--- src/rtl/uart_rx_fifo.sv ---
// Receive-side byte FIFO for a UART: first-word-fall-through, sticky overflow
// on dropped bytes, almost-full flag decoded from the occupancy register.
module uart_rx_fifo #(
  parameter int DEPTH       = 16,
  parameter int AFULL_LEVEL = 12
) (
  input  logic                     clk,
  input  logic                     reset_n,
  input  logic [7:0]               in_data,
  input  logic                     in_valid,
  output logic [7:0]               out_data,
  output logic                     out_valid,
  input  logic                     out_ready,
  output logic [$clog2(DEPTH):0]   count,
  output logic                     afull,
  output logic                     overflow,
  input  logic                     ovf_clear
);

  localparam int AW = $clog2(DEPTH);
  localparam logic [AW:0]   FULL_CNT  = (AW+1)'(DEPTH);
  localparam logic [AW:0]   AFULL_CNT = (AW+1)'(AFULL_LEVEL);
  localparam logic [AW:0]   CNT_ONE   = 1;
  localparam logic [AW-1:0] PTR_ONE   = 1;

  logic [7:0]    mem_q [DEPTH];
  logic [AW-1:0] wr_ptr_q, wr_ptr_d;
  logic [AW-1:0] rd_ptr_q, rd_ptr_d;
  logic [AW:0]   count_q, count_d;
  logic          valid_q, valid_d;
  logic          ovf_q, ovf_d;
  logic          push, pop, full, drop;

  always_comb begin
    pop   = valid_q & out_ready;
    full  = (count_q == FULL_CNT);
    // A pop in the same cycle frees a slot, so a full FIFO still accepts the byte.
    push  = in_valid & (~full | pop);
    drop  = in_valid & full & ~pop;

    wr_ptr_d = push ? wr_ptr_q + PTR_ONE : wr_ptr_q;
    rd_ptr_d = pop  ? rd_ptr_q + PTR_ONE : rd_ptr_q;

    count_d = count_q;
    case ({push, pop})
      2'b10:   count_d = count_q + CNT_ONE;
      2'b01:   count_d = count_q - CNT_ONE;
      default: count_d = count_q;
    endcase

    valid_d = (count_d != '0);

    // Set wins over clear when a drop coincides with ovf_clear.
    if (drop)           ovf_d = 1'b1;
    else if (ovf_clear) ovf_d = 1'b0;
    else                ovf_d = ovf_q;
  end

  always_ff @(posedge clk or negedge reset_n) begin
    if (!reset_n) begin
      wr_ptr_q <= '0;
      rd_ptr_q <= '0;
      count_q  <= '0;
      valid_q  <= 1'b0;
      ovf_q    <= 1'b0;
    end else begin
      wr_ptr_q <= wr_ptr_d;
      rd_ptr_q <= rd_ptr_d;
      count_q  <= count_d;
      valid_q  <= valid_d;
      ovf_q    <= ovf_d;
    end
  end

  // Storage is left unreset; the output mux hides anything stale.
  always_ff @(posedge clk) begin
    if (push) mem_q[wr_ptr_q] <= in_data;
  end

  assign out_valid = valid_q;
  assign out_data  = valid_q ? mem_q[rd_ptr_q] : 8'h00;
  assign count     = count_q;
  assign afull     = (count_q >= AFULL_CNT);
  assign overflow  = ovf_q;

endmodule

--- config.mk ---
export PLATFORM = sky130hd
export DESIGN_NAME = uart_rx_fifo
export DESIGN_NICKNAME = d
export VERILOG_FILES = /design/src/rtl/uart_rx_fifo.sv
export SDC_FILE = /design/constraint.sdc
export NUM_CORES = 1
export LEC_CHECK = 0
export BUFFER_PORTS_ARGS = -buffer_cell sky130_fd_sc_hd__clkbuf_2
export CELL_PAD_IN_SITES_DETAIL_PLACEMENT = 1
export CELL_PAD_IN_SITES_GLOBAL_PLACEMENT = 1
export CORE_UTILIZATION = 55
export DETAILED_ROUTE_END_ITERATION = 10
export GPL_ROUTABILITY_DRIVEN = 0
export PLACE_DENSITY_LB_ADDON = 0.1
export SYNTH_ARGS = -nofsm -noshare
export SYNTH_HDL_FRONTEND = slang
export SYNTH_SLANG_ARGS = --single-unit
--- constraint.sdc ---
create_clock -name clk -period 6.43 [get_ports clk]
set_input_delay 1.286 -clock clk [delete_from_list [all_inputs] [get_ports clk]]
set_output_delay 1.286 -clock clk [all_outputs]
set_load 0.01 [all_outputs]
* Yosys cells after proc, flatten, opt, wreduce, memory -nomap -nowiden *
Memory sizes are Yosys's and may differ from the RTL's.
Cells that the tools add are included.

storage, ports and cells
  logic and storage cells = 29
  memories kept = 1
  bits in writable memories = 128
  bits in registers = 15
  output and inout port bits = 16

memories
  name   words  width  read ports  clocked after Yosys merged registers in  wr ports  line  source
  mem_q  16     8      1           0                                        1         26    logic [7:0] mem_q [DEPTH];

operators by class
  equality and inequality tests = 3
  mux-type cells = 6
  magnitude comparators = 1
  add/subtract/negate cells = 4
  reduce and logical (&&, ||, !) cells = 2
  bitwise logic cells = 7

operators by type and width
  kind                 number
  $pmux 5 s2           1
  $add 4x1->4 const B  2
  $mux 8               1
  $add 5x1->5 const B  1
  $eq 5x5->1 const B   1
  $ge 5x4->1 const B   1
  $reduce_bool 5->1    1
  $sub 5x1->5 const B  1
  $and 1x1->1          4
  $mux 1               4
  $eq 2x1->1 const B   1
  $eq 2x2->1 const B   1
  $not 1->1            2
  $reduce_bool 2->1    1
  $or 1x1->1           1

* Depth between registers and ports, before layout *
  word-level depth = 7
  depth in mapped cells = 14
  mapped depth without buffers = 12

* Worst setup path after synthesis *
No wires, ideal clock.

  kind = input -> register
  from = input port out_ready
  to = register valid_q (netlist: out_valid)
  path slack = 2560 ps
  arrival = 3723 ps
  buffers on the path = 2
  setup time = 146 ps
  data required time = 6284 ps
  stages on the path = 14
  cells stage by stage = nand2_1 -> nand4b_1 -> and2_1 -> clkbuf_1 -> inv_1 -> ha_1 -> buf_2 -> xor2_1 -> ha_1 -> a21oi_1 -> xor2_1 -> nor2_1 -> xor2_1 -> or4b_2

between the ends
  word-level cells in the longest chain between the ends = 6
  elaborated cells on any way between the ends = 7
  those cells by class = 2 x eq/ne; 1 x mux; 3 x bitwise; 1 x reduce/logical

ends and longest elaborated chain
  element                                          line  source
  from (decl)                                      13    input logic out_ready,
  $and 1x1->1 *                                    35    pop = valid_q & out_ready;
  $or 1x1->1                                       38    push = in_valid & (~full | pop);
  $and 1x1->1                                      38
  $eq 2x1->1 / $eq 2x2->1 (equally long branches)  45    case ({push, pop})
  $pmux 5 s2 *                                     45
  via count_d[2]                                   29    logic [AW:0] count_q, count_d;
  $reduce_bool 5->1 *                              51    valid_d = (count_d != '0);
  via valid_d                                      30    logic valid_q, valid_d;
  to (signal assigned)                             70    valid_q <= valid_d;
  to (decl)                                        30

The timed path passes the listed nets; every way through them passes the cells marked *.
A chain may end at the register's enable or synchronous reset.

* Final worst setup path *
  from = register rd_ptr_q[0]
  to = output port out_data[2]

between the ends
  word-level cells in the longest chain between the ends = 2

ends and longest elaborated chain
  element                 line  source
  from (decl)             28    logic [AW-1:0] rd_ptr_q, rd_ptr_d;
  from (signal assigned)  68    rd_ptr_q <= rd_ptr_d;
  $mem_v2 16x8            -
  $mux 8                  81    assign out_data = valid_q ? mem_q[rd_ptr_q] : 8'h00;
  to (decl)               11    output logic [7:0] out_data,

No other way between the ends.

==> metrics.md <==
| Metric | Value |
|---|---|
| Worst EP required | 5140 ps |
| Post-DRT Antenna Nets | 0 |
| CTS buffer count | 17 |
| CP Capture Type | primary output |
| Placeable Area | 9950 µm² |
| Vias/cell | about 6.1 |
| Status | finished clean |
| Min Tclk post-route | 4420 ps |
| Diode count | 0 |
| Power per cell area | approximately 470 nW/µm² |
| Vias | 2850 |
| Post-layout util | 66.5% |
| Synth cell types | 30 |
| Synth Register Bits | 143 |
| Slew @ Worst Pin | 1200 ps |
| Slew headroom | 19.6% |
| Fin crit share | 68.7% |
| Arrival @ worst endpoint | around 3100 ps |
| Synth area leader | edfxtp_1 |
| I/O pin total | 29 |
| Detailed Route WL | 12.7 mm |
| Post-CTS Hold Buffers | 0 |
| Synthesized area | 5760 µm² |
| Setup violators final | 0 |
| Worst min path class | flop to flop |
| Nets | 343 |
| Synth Net Count | 304 |
| Area contributors post-synth | edfxtp_1, mux4_2, dfrtp_1 |
| H-Tree Depth | 4 |
| Detailed Place HPWL | 7.61 mm |
| Setup Fix Bufs, Post-CTS | 0 |
| Final Hold Viols | 0 |
| Area grow syn2layout | 14.9% |
| Worst Setup Path Type | flop to primary output |
| CTS max path bufs | 2 |
| Die Footprint | 10900 µm² |
| Std-Cell Rows | 36 |
| Max-cap violation count | 0 |
| Drt drc | 0 |
| Initial core utilization | 57.9% |
| RSZ-0062 raised after global routing | no |
| Share of cells above drive strength 1 | between 30 and 40% |
| Seq/Total Area, Yosys | 73.2% |
| Gr ovfl total | 0 |
| Clock sinks | 143 |
| Worst VDD drop | between 0.2 and 0.25 mV |
| Maximum clock rate | 226 MHz |
| Syn. warnings | 0 |
| IO Port Bufs | 28 |
| CTS root buf | clkbuf_8 |
| Pin count of the biggest net entering global routing | 21 |
| Max-slew violations | 0 |
| Top-area cell type share of the netlist area | 66.7% |
| Clk_skew | about 5.0 ps |
| Wire length of the first global-routing pass | 19.1 mm |
| WL/cell | around 27 µm |
| Iter 0 DRT Violations | a little under 200 |
| Clock latency on the worst-skew pair | ~520 ps |
| Clock-pin transition on the worst setup and hold timing paths | 60 ps |
| Syn Inst Count | 283 |
| Worst-path maximum fanout | 19 |
| Vias in the first global route | 3159 |
| DRT Pass-1 Iters | 4 |
| Lkg Pwr | 2.26 nW |
| GRT Total Usage | 25.8% |
| CTS tree | built |
| Chip Height | 104 µm |
| Post-DP Area | 6030 µm² |
| Setup TNS | 0 ps |
| Post-CTS Resized | 0 |
| Antenna violations before repair | 0 |
| Syn Area/Cell | 20.4 µm² |
| Final instance area | between 6000 and 7000 µm² |
| Startpoint Class | flop |
| Die X | between 100 and 150 µm |
[power by group]
group,switching (mW),internal [mW],leakage (nW),total (mW)
registers,0.183,1.14,1.33,1.33
logic,0.394,0.452,0.650,0.846
clock network,0.373,0.590,0.279,0.964
total,0.950,2.19,2.26,3.14
[cell type report]
| cell class | instances | area (µm²) |
|---|---|---|
| inverter | 7 | 26.3 |
| tap | 133 | 166 |
| multi-input combinational | 119 | 1440 |
| timing repair buffer | 34 | 185 |
| clock inverter | 14 | 166 |
| fill | 826 | 3340 |
| clock buffer | 18 | 418 |
| sequential | 143 | 4220 |
[cell families after synthesis]
family | synth area share, %
adders and majority gates | 1.74
muxes | 16.0
DFF | 73.2
xor gates and xnor gates | 1.98
buffers and inverters | 1.85
AOI/OAI and AO/OA | 1.17
and+or+nand+nor | 4.02
[metal layers]
layer | global-route usage, % | up-vias | routed length (µm)
met5 | 0 | - | 0
met4 | 10.8 | 0 | 318
met3 | 7.52 | 26 | 855
met2 | 42.5 | 126 | 6580
met1 | 32.1 | 1482 | 4960
li1 | - | 1216 | -
[registers in the layout, indices dropped and copies added (netlist names)]
name and flops:
mem_q 128, count 5, rd_ptr_q 4, wr_ptr_q 4, out_valid 1, overflow 1
[worst max-delay path, cell delays in order, from the launching register on]
cell and delay (ps):
dfrtp_2 800, buf_4 450, mux4_2 560, mux4_2 490, and2_1 180, clkbuf_2 120
[cells in the mapped netlist]
master and n:
buf_1 4, o22ai_1 1, o31ai_1 1, nand2b_1 2
xor2_1 6, edfxtp_1 128, nor2b_1 1, a21oi_1 3
a22oi_1 1, and3b_1 2, inv_1 7, nand4b_1 1
a21o_1 1, nor2_1 14, buf_4 1, o21ai_0 3
and2_1 9, or4b_2 1, nor3_1 5, dfrtp_1 15
ha_1 8, a32oi_1 1, nand4_1 2, xnor2_1 7
nand2_1 8, buf_2 1, mux4_2 40, clkbuf_1 5
mux2_2 2, buf_6 3
[per-stage QoR]
stage	setup WS (ps)	hold slack (ps)	cells	power, mW
6_report	2010	546	468	3.14
5_1_grt	1810	576	468	3.27
4_1_cts	1940	550	468	3.16
3_5_place_dp	2310	530	436	2.19
3_3_place_gp	2470	528	436	2.16
2_1_floorplan	2560	553	283	1.91
[worst paths after layout]
| kind | start | endpoint | slack (ps) | cells after the start |
|---|---|---|---|---|
| hold reg to reg | overflow | overflow | 550 | 2 |
| hold / removal | overflow | overflow | 550 | 2 |
| max in group asynchronous | reset_n | rd_ptr_q[0] | 5450 | 1 |
| setup / recovery | rd_ptr_q[0] | out_data[2] | 2010 | 5 |
| setup reg to reg | out_valid | out_valid | 2970 | 12 |
| min in group asynchronous | reset_n | rd_ptr_q[3] | 680 | 1 |
[cell usage in the layout (no fill, tap or decap), types with 2 or more instances in the layout]
master / count
nand2b_1: 2
mux4_2: 40
clkinv_4: 2
a21oi_1: 3
ha_1: 8
edfxtp_1: 128
clkbuf_16: 16
dfrtp_1: 14
inv_6: 2
clkinvlp_4: 3
buf_4: 6
and3b_1: 2
o21ai_0: 3
nand4_1: 2
inv_1: 7
and2_1: 9
nor2_1: 14
xnor2_1: 7
clkinv_2: 3
mux2_2: 2
nor3_1: 5
bufinv_16: 3
clkbuf_2: 28
xor2_1: 6
nand2_1: 8
Note: power is estimated with default switching activity, not from simulation.
